<file path="config.mk">
export PLATFORM = sky130hd
export DESIGN_NAME = fetch_queue
export DESIGN_NICKNAME = d
export VERILOG_FILES = /design/src/rtl/fetch_queue.sv
export SDC_FILE = /design/constraint.sdc
export NUM_CORES = 1
export LEC_CHECK = 0
export CAP_MARGIN = 15
export CORE_UTILIZATION = 49
export DETAILED_ROUTE_END_ITERATION = 12
export PLACE_DENSITY = 0.75
export RECOVER_POWER = 50
export REMOVE_ABC_BUFFERS = 1
export SETUP_SLACK_MARGIN = 0.3
export SYNTH_ARGS = -nofsm -noshare
export SYNTH_HDL_FRONTEND = slang
export SYNTH_SLANG_ARGS = --single-unit
export TNS_END_PERCENT = 30
</file>
<file path="constraint.sdc">
create_clock -name clock -period 3.1 [get_ports clock]
set_clock_uncertainty 0.2 [all_clocks]
set_input_delay 0.465 -clock clock [delete_from_list [all_inputs] [get_ports clock]]
set_output_delay 0.465 -clock clock [all_outputs]
set_load 0.02 [all_outputs]
</file>
<file path="src/rtl/fetch_queue.sv">
// Fetch-to-decode instruction queue: circular buffer of PC/instruction pairs with flush.
// Optional FETCH_QUEUE_BYPASS_EN forwards an enqueue straight to the head when empty.
module fetch_queue #(
   parameter int          DEPTH    = 4,
   parameter logic [31:0] RESET_PC = 32'h01000000
) (
   input  logic                         clock,
   input  logic                         reset,
   input  logic                         enq_valid,
   input  logic [31:0]                  enq_PC,
   input  logic [31:0]                  enq_instr,
   output logic                         stall_PC,
   input  logic                         flush,
   input  logic                         deq_ready,
   output logic                         deq_valid,
   output logic [31:0]                  deq_PC,
   output logic [31:0]                  deq_instr,
   output logic [$clog2(DEPTH+1)-1:0]   count
);

   localparam int PW = $clog2(DEPTH);
   localparam int CW = $clog2(DEPTH+1);
   localparam logic [31:0] NOP = 32'h00000013;

   typedef struct packed {
      logic [31:0] pc;
      logic [31:0] instr;
   } entry_t;

   entry_t        mem [DEPTH];
   logic [PW-1:0] rd_ptr;
   logic [PW-1:0] wr_ptr;
   logic [CW-1:0] count_q;

   logic empty;
   logic full;
   logic bypass_hit;
   logic bypass_take;
   logic do_enq;
   logic do_deq;
   logic wr_en;

   assign empty    = (count_q == '0);
   assign full     = (count_q == CW'(DEPTH));
   assign stall_PC = full;
   assign count    = count_q;

`ifdef FETCH_QUEUE_BYPASS_EN
   assign bypass_hit = empty && enq_valid && !flush;
`else
   assign bypass_hit = 1'b0;
`endif

   // An empty queue reports the reset PC and a NOP so the head never shows stale storage.
   always_comb begin
      deq_valid = !empty;
      deq_PC    = RESET_PC;
      deq_instr = NOP;
      if (bypass_hit) begin
         deq_valid = 1'b1;
         deq_PC    = enq_PC;
         deq_instr = enq_instr;
      end else if (!empty) begin
         deq_PC    = mem[rd_ptr].pc;
         deq_instr = mem[rd_ptr].instr;
      end
   end

   assign do_enq      = enq_valid && !full && !flush;
   assign do_deq      = deq_valid && deq_ready && !flush;
   // A bypassed entry consumed the same cycle never touches storage or pointers.
   assign bypass_take = bypass_hit && deq_ready;
   assign wr_en       = do_enq && !bypass_take;

   always_ff @(posedge clock or negedge reset) begin
      if (!reset) begin
         rd_ptr  <= '0;
         wr_ptr  <= '0;
         count_q <= '0;
      end else if (flush) begin
         rd_ptr  <= '0;
         wr_ptr  <= '0;
         count_q <= '0;
      end else if (!bypass_take) begin
         if (do_enq) wr_ptr <= wr_ptr + PW'(1);
         if (do_deq) rd_ptr <= rd_ptr + PW'(1);
         case ({do_enq, do_deq})
            2'b10:   count_q <= count_q + CW'(1);
            2'b01:   count_q <= count_q - CW'(1);
            default: count_q <= count_q;
         endcase
      end
   end

   // NOTE: storage is deliberately left out of reset; validity comes solely from count_q.
   always_ff @(posedge clock) begin
      if (wr_en) mem[wr_ptr] <= '{pc: enq_PC, instr: enq_instr};
   end

endmodule

</file>
# Word level (Yosys, flattened, before mapping)
# Memories as Yosys holds them, arrays and structs flattened.
# Index checks and enable logic that the tools add are counted.
[classes]
n_addsub = 4
n_eq_ne = 3
reduce_logical = 11
muxes = 10
[op_table]
columns = ["cell", "count"]
rows = [
  ["two-way mux 32 bit", 2],
  ["two-way mux 2 bit", 4],
  ["one-hot mux 3 bit (2 select lines)", 1],
  ["adder 2 x 1 -> 2 bit (second input constant)", 2],
  ["logical AND 1 bit", 4],
  ["nonzero test 2 bit", 2],
  ["adder 3 x 1 -> 3 bit (second input constant)", 1],
  ["== test 3 bit (second input constant)", 1],
  ["logical NOT 1 bit", 3],
  ["logical NOT 3 bit", 1],
  ["two-way mux 3 bit", 1],
  ["nonzero test 3 bit", 1],
  ["subtractor 3 x 1 -> 3 bit (second input constant)", 1],
  ["== test 2 x 1 -> 1 bit (second input constant)", 1],
  ["== test 2 bit (second input constant)", 1],
  ["two-way mux 1 bit", 2],
]
[totals]
in_bits = 69
elab_cells = 32
mem_count = 1
regBits = 7
output_inout_bits = 69
ramBits = 256
[memory_table]
columns = ["memory", "words", "word_bits", "read_ports", "rd_ports_with_merged_regs", "write_ports", "line_no", "text"]
rows = [
  ["mem", 4, 64, 1, 0, 1, "30", "entry_t mem [DEPTH];"],
]

# Depth between registers and ports, before layout
# Gate-level depths: netlist (run 1).
[logic_depth]
ltp_word = 7
mapped_depth = 7

# Worst setup path after synthesis (run 1)
# OpenSTA, ideal clock, no wires.
[synth_timing]
kind = "reg-to-reg"
from = "register count_q[0], in the netlist count[0]"
to = "memory mem[1][0] (netlist name) (enable)"
setup_time_ps = 429
arrival_time_ps = 2658
stages_incl_launch_ff = 5
path_buffers = 1
slack_ps = -187
cell_sequence = "dfrtp_1 buf_2 nor3b_1 nor3_1 and2_1"
[synth_between]
elab_chain_cells = 6
[synth_lines]
columns = ["element", "line_no", "text"]
rows = [
  ["start, declared", "33", "logic [CW-1:0] count_q;"],
  ["start signal, assigned", "88", "2'b10: count_q <= count_q + CW'(1);"],
  ["start signal, assigned", "89", "2'b01: count_q <= count_q - CW'(1);"],
  ["start signal, assigned", "90", "default: count_q <= count_q;"],
  ["== test 3 bit", "44", "assign full = (count_q == CW'(DEPTH));"],
  ["named net stall_PC", "12", "output logic stall_PC,"],
  ["logical NOT 1 bit", "69", "assign do_enq = enq_valid && !full && !flush;"],
  ["logical AND 1 bit (2 in series)", "69", ""],
  ["two-way mux 1 bit", "97", "if (wr_en) mem[wr_ptr] <= '{pc: enq_PC, instr: enq_instr};"],
  ["two-way mux 1 bit (not written as such)", "97", ""],
  ["end, declared", "30", ""],
]
# The timed path passes the listed nets, and every way through them passes these cells.

# Final worst setup path (run 1)
[layout_timing]
from = "register rd_ptr[0]"
to = "output port deq_PC[26]"
[layout_between]
elab_chain_cells = 2
[layout_lines]
columns = ["element", "line_no", "text"]
rows = [
  ["start, declared", "31", "logic [PW-1:0] rd_ptr;"],
  ["start signal, assigned", "86", "if (do_deq) rd_ptr <= rd_ptr + PW'(1);"],
  ["memory (4 x 64 bit)", "--", ""],
  ["two-way mux 32 bit", "63", "end else if (!empty) begin"],
  ["end, declared", "16", "output logic [31:0] deq_PC,"],
]
# No other way between the ends.

==> metrics.md, run 1 <==
| Metric | Value |
|---|---|
| Run status | finished clean |
| Post-DP HPWL | approximately 12 mm |
| Rows | 52 |
| VDD IR max | 0.479 mV |
| Worst Tran Pin Value | between 0.9 and 1 ns |
| Fraction of registers with async set/reset | 0.0266 |
| Commonest non-fill, non-tap cell in the layout | edfxtp_1 |
| CP max stage delay | ~0.52 ns |
| Most used DFF post-synth | edfxtp_1 |
| Fin area | 13,400 um2 |
| Slew HR | 0.360 |
| CP max-delay cell | mux4_2 |
| Area delta synth->final | 31.1% |
| CTS tree | built |
| Final nets | approximately 730 |
| Antenna violations before repair | 6 |
| Fmax | roughly 0.34 GHz |
| H-tree depth | 1 |
| EDFF count, synth | between 200 and 300 |
| PwrDens | approximately 720 nW/um2 |
| Final setup viols | 0 |
| Hold buffers post-CTS | 0 |
| Synth Warn # | 0 |
| Most frequent cells in the layout | 256 x edfxtp_1, 65 x dlygate4sd3_1, 64 x mux4_2 |
| Count of state elements after synthesis | between 200 and 300 |
| Cell Chain, Critical Path | buf_16, mux4_2, and2_1, dlygate4sd2_1 |
| DR vias | just over 5,000 |
| Yosys cell types | 38 |
| DRT Wirelength | between 20 and 25 mm |
| DR WL/cell | between 20 and 25 um |
| Critical Path Source Type | register |
| Average cell area after synthesis | 21.7 um2 |
| Setup crit end kind | output pin |
| Sequential cell area fraction in the yosys report | 0.768 |
| Setup TNS | 0 ns |
| Netlist area before placement | around 10,000 um2 |
| Clock transition at path regs | about 0.060 ns |
| Hold_ws | between 0.09 and 0.1 ns |
| Skew-Pair Late Insertion Delay | about 0.52 ns |
| Max Root-Sink Buffers | 3 |
| Core region area | ~20,000 um2 |
| CP Data Arrival Time | between 2 and 2.5 ns |
| Final Slew Violations | 0 |
| 1st-pass router iterations | 4 |
| Clock root buffer master | clkbuf_16 |
| Clock sinks | 263 |
| Tmin final | approximately 2.9 ns |
| IO Port Bufs | around 140 |
| RSZ-0062 raised after global routing | yes |
| CP required | 2.43 ns |
| Hold Fails Final Rpt | 0 |
| Critical path origin | rd_ptr[0] |
| Lkg Pwr | 4.58 nW |
| DRT antenna net count | 0 |
| Die X | about 150 um |
| Die height | about 150 um |
| Pre-CTS setup slack | around 0.31 ns |
| Share of layout cells above drive strength 1 | 0.351 |
| Vias in the first global route | about 5,600 |
| First-pass GRT wire length | 31.2 mm |
| Post-synthesis cell count | 471 |
| Num CTS Buffers | 26 |
| Post-DR vias/cell | 5.44 |
| # Max-Cap Violations | 0 |
| Initial core utilization | 0.503 |
| Critical path fanouts, max | 7 |
| Final worst setup slack | between 0.15 and 0.2 ns |
| GRT Overall Usage | 0.192 |
| Reg2reg start | count[0] |
| Grt ovf | 0 |
| Crit Path Category | register to output pin |
| Gp weighted congestion | between 0.7 and 0.8 |
| Placement Cell Area | roughly 12,000 um2 |
| Largest net degree at the start of global routing | 34 |
| Final worst-path cycle share | 0.941 |
| Die Area | 21,500 um2 |
| 1st-iter DRT viols | approximately 350 |
| Hold crit path type | input port to asynchronous set/reset pin |
| DRC viols | 0 |
| Boundary Pins | roughly 140 |
[cell type report]
| type | count | area [um2] |
|---|---|---|
| repair buffers | 186 | 2000 |
| diodes | 4 | 10.0 |
| fillers | 1338 | 6940 |
| clock inverters | 17 | 206 |
| clock buffers | 31 | 711 |
| multi-input cells | 178 | 2270 |
| inverters | 4 | 17.5 |
| flip-flops and latches | 263 | 7870 |
| well taps | 270 | 338 |
[layer usage]
metal  track usage  share of wire  wire (um)
met4        0.0542          0.021        421
met1         0.246           0.41       8250
met5             0         0.0011         22
met3        0.0434          0.066       1340
met2         0.328           0.50      10200
[Yosys cell counts, types with 3 or more instances]
cell,n,area share
a21oi_1,5,0.0024
and2_1,64,0.039
buf_2,9,0.0044
buf_6,5,0.0055
clkbuf_1,9,0.0033
dfrtp_1,7,0.017
edfxtp_1,256,0.75
ha_1,4,0.0049
inv_1,4,0.0015
mux4_2,64,0.14
nor2_1,4,0.0015
o21ai_0,3,0.0015
or2_1,4,0.0024
[worst max-delay path: cells and delay by family (launching register included)]
family | cells | cell delay, ns
multiplexers | 1 | 0.52
buffers and inverters | 2 | 0.49
flip-flops | 1 | 0.51
AND/OR/NAND/NOR | 1 | 0.21
[power breakdown]
part	internal [mW]	leakage, nW	switching (mW)	total (mW)
Sequential	4.03	2.41	0.0511	4.08
Combinational	1.22	1.71	1.11	2.32
Clock	2.04	0.452	1.26	3.30
[cell families (layout without fill, tap and decap cells)]
kind of cell,Yosys count,after routing,synth area share
AND/OR/NAND/NOR,88,88,0.0530
buffers and inverters,30,238,0.0166
flip-flops,263,263,0.768
adder cells (fa/ha/maj),5,5,0.00685
other,0,4,0
AO/OA/AOI/OAI,17,17,0.0109
XOR/XNOR,3,3,0.00257
multiplexers,65,65,0.142
[repair_timing]
item / 4_1_cts / 5_1_grt
endpoints found under the hold margin: 0 / 0
cloned: 4 / 5
pin swaps: 1 / 13
buffers inserted: 9 / 8
endpoints found under the setup margin: 66 / 66
resized for setup: 183 / 115
[through the flow]
stage / instances / power (mW) / utilization
4_1_cts: 936 / 9.53 / 0.649
3_3_place_gp: 875 / 6.19 / 0.597
3_5_place_dp: 875 / 6.23 / 0.597
6_report: 953 / 9.71 / 0.659
2_1_floorplan: 445 / 5.27 / -
5_1_grt: 950 / 10.1 / 0.659
[final timing paths]
check	endpoint	slack (ns)	depth (start not counted)
worst max-delay path	deq_PC[26]	0.18	4
min in group clock	wr_ptr[1]	0.40	2
max in group asynchronous	rd_ptr[0]	2.29	1
worst min register to register	wr_ptr[1]	0.40	2
worst max register to register	mem[1][10]	0.46	5
worst min-delay path	wr_ptr[0]	0.1	1
[state kept, by name, indices dropped and copies added, names as in the netlist]
signal / cells
wr_ptr: 2
rd_ptr: 2
count: 3
mem: 256
(Power assumes the default switching activity.)
==> run 2, diff against run 1 <==
Settings changed: SETUP_SLACK_MARGIN 0.3 to 0.4.
==> metrics.md, run 2 (same netlist as run 1, synthesis figures left out) <==
| Metric | Value |
|---|---|
| CTS tree | built |
| CP Data Arrival Time | about 2.3 ns |
| CP required | approximately 2.4 ns |
| DRC viols | 0 |
| Slew HR | 0.359 |
| DR vias | 5,155 |
| Final worst-path cycle share | 0.942 |
| # Max-Cap Violations | 0 |
| Antenna violations before repair | 6 |
| VDD IR max | roughly 0.48 mV |
| Boundary Pins | between 100 and 150 |
| Largest reg by FF count | mem |
| Grt ovf | 0 |
| Final Slew Violations | 0 |
| Gp weighted congestion | a little over 0.7 |
| Met3 usage | 0.0413 |
| Hold crit path type | input port to asynchronous set/reset pin |
| Core region area | approximately 20,000 um2 |
| Lkg Pwr | about 4.6 nW |
| Critical path origin | rd_ptr[0] |
| 1st-iter DRT viols | 355 |
| Met2 Usage GRT | 0.330 |
| Vias in the first global route | 5,564 |
| Num CTS Buffers | 26 |
| Hold buffers post-CTS | 0 |
| Final nets | 730 |
| Total Power | 9.70 mW |
| Run status | finished clean |
| Area delta synth->final | 31.0% |
| Hold Fails Final Rpt | 0 |
| DR WL/cell | 21.4 um |
| 1st-pass router iterations | 4 |
| Crit Path Category | register to output pin |
| Inst Count DP | roughly 880 |
| Hold_ws | approximately 0.097 ns |
| RSZ-0062 raised after global routing | yes |
| Clock root buffer master | clkbuf_16 |
| Final worst setup slack | 0.180 ns |
| Initial core utilization | 0.503 |
| Reg2reg start | count[0] |
| GRT Overall Usage | 0.192 |
| Share of layout cells above drive strength 1 | 0.351 |
| Max reg flops | between 200 and 300 |
| Post-DP HPWL | between 10 and 15 mm |
| Setup crit end kind | output pin |
| Clock transition at path regs | roughly 0.060 ns |
| Max Root-Sink Buffers | 3 |
| Rows | between 50 and 60 |
| Die X | between 100 and 150 um |
| PwrDens | approximately 720 nW/um2 |
| Critical Path Source Type | register |
| Commonest non-fill, non-tap cell in the layout | edfxtp_1 |
| DRT Wirelength | between 20 and 25 mm |
| Filler-free cell count of the finished design | 950 |
| Most frequent cells in the layout | 256 x edfxtp_1, 65 x dlygate4sd3_1, 64 x mux4_2 |
| Clock sinks | 263 |
| Worst Tran Pin Value | 0.962 ns |
| Post-DR vias/cell | roughly 5.4 |
| Critical path fanouts, max | 6 |
| GRT busiest layer | met2 |
| Die Area | 21,500 um2 |
| Pre-CTS setup slack | ~0.31 ns |
| Final setup viols | 0 |
| GR met1 Demand/Resource | 0.248 |
| Die height | ~150 um |
| Setup TNS | 0 ns |
| Largest net degree at the start of global routing | 34 |
| IO Port Bufs | between 100 and 150 |
| DRT antenna net count | 0 |
| First-pass GRT wire length | between 30 and 40 mm |
| Tmin final | between 2 and 3 ns |
| H-tree depth | 1 |
| Fmax | 0.343 GHz |
| Skew-Pair Late Insertion Delay | between 0.5 and 0.6 ns |
run 2: final cells by class:
class                           instances  area [um2]
Antenna cell                            4        10.0
Inverter                                4        15.0
Fill cell                            1341        6950
Clock buffer                           31         711
Timing Repair Buffer                  183        1980
Sequential cell                       263        7870
Multi-Input combinational cell        178        2280
Tap cell                              270         338
Clock inverter                         17         206
run 2: through the flow:
stage	area, um2	utilization
after global routing	13400	0.658
after floorplan	10100	-
final	13400	0.659
after detailed placement	12200	0.597
after global placement	12200	0.597
after CTS	13200	0.649
run 2: what timing repair did:
| item | 4_1_cts | 5_1_grt |
|---|---|---|
| setup buffers | 9 | 5 |
| pin swaps | 3 | 11 |
| setup endpoints to repair | 66 | 66 |
| resized for setup | 188 | 116 |
| gates cloned | 4 | 5 |
| hold endpoints to repair | 0 | 0 |
run 2: worst paths after layout:
kind / cells after the start / slack [ns] / end
worst max-delay path: 6 / 0.18 / deq_instr[19]
worst min register to register: 2 / 0.40 / wr_ptr[1]
max in group asynchronous: 1 / 2.30 / rd_ptr[0]
worst min-delay path: 1 / 0.1 / wr_ptr[0]
worst max register to register: 5 / 0.45 / mem[1][10]
min in group clock: 2 / 0.40 / wr_ptr[1]
run 2: metal layers:
| metal | part of all wire | routed length [um] |
|---|---|---|
| met1 | 0.41 | 8360 |
| met2 | 0.51 | 10300 |
| met3 | 0.061 | 1240 |
| met4 | 0.019 | 382 |
| met5 | 0.0011 | 22 |
run 2: power breakdown:
part           switching (mW)  leakage, nW  internal (mW)
combinational            1.11         1.71           1.21
clock                    1.26        0.452           2.04
sequential             0.0516         2.41           4.03
run 2: worst max-delay path, cell delays in order, from the launching register on:
cell and delay [ns]:
dfrtp_4 0.56, buf_6 0.17, clkbuf_16 0.16, buf_4 0.13, mux4_2 0.42, and2_4 0.18, buf_6 0.12
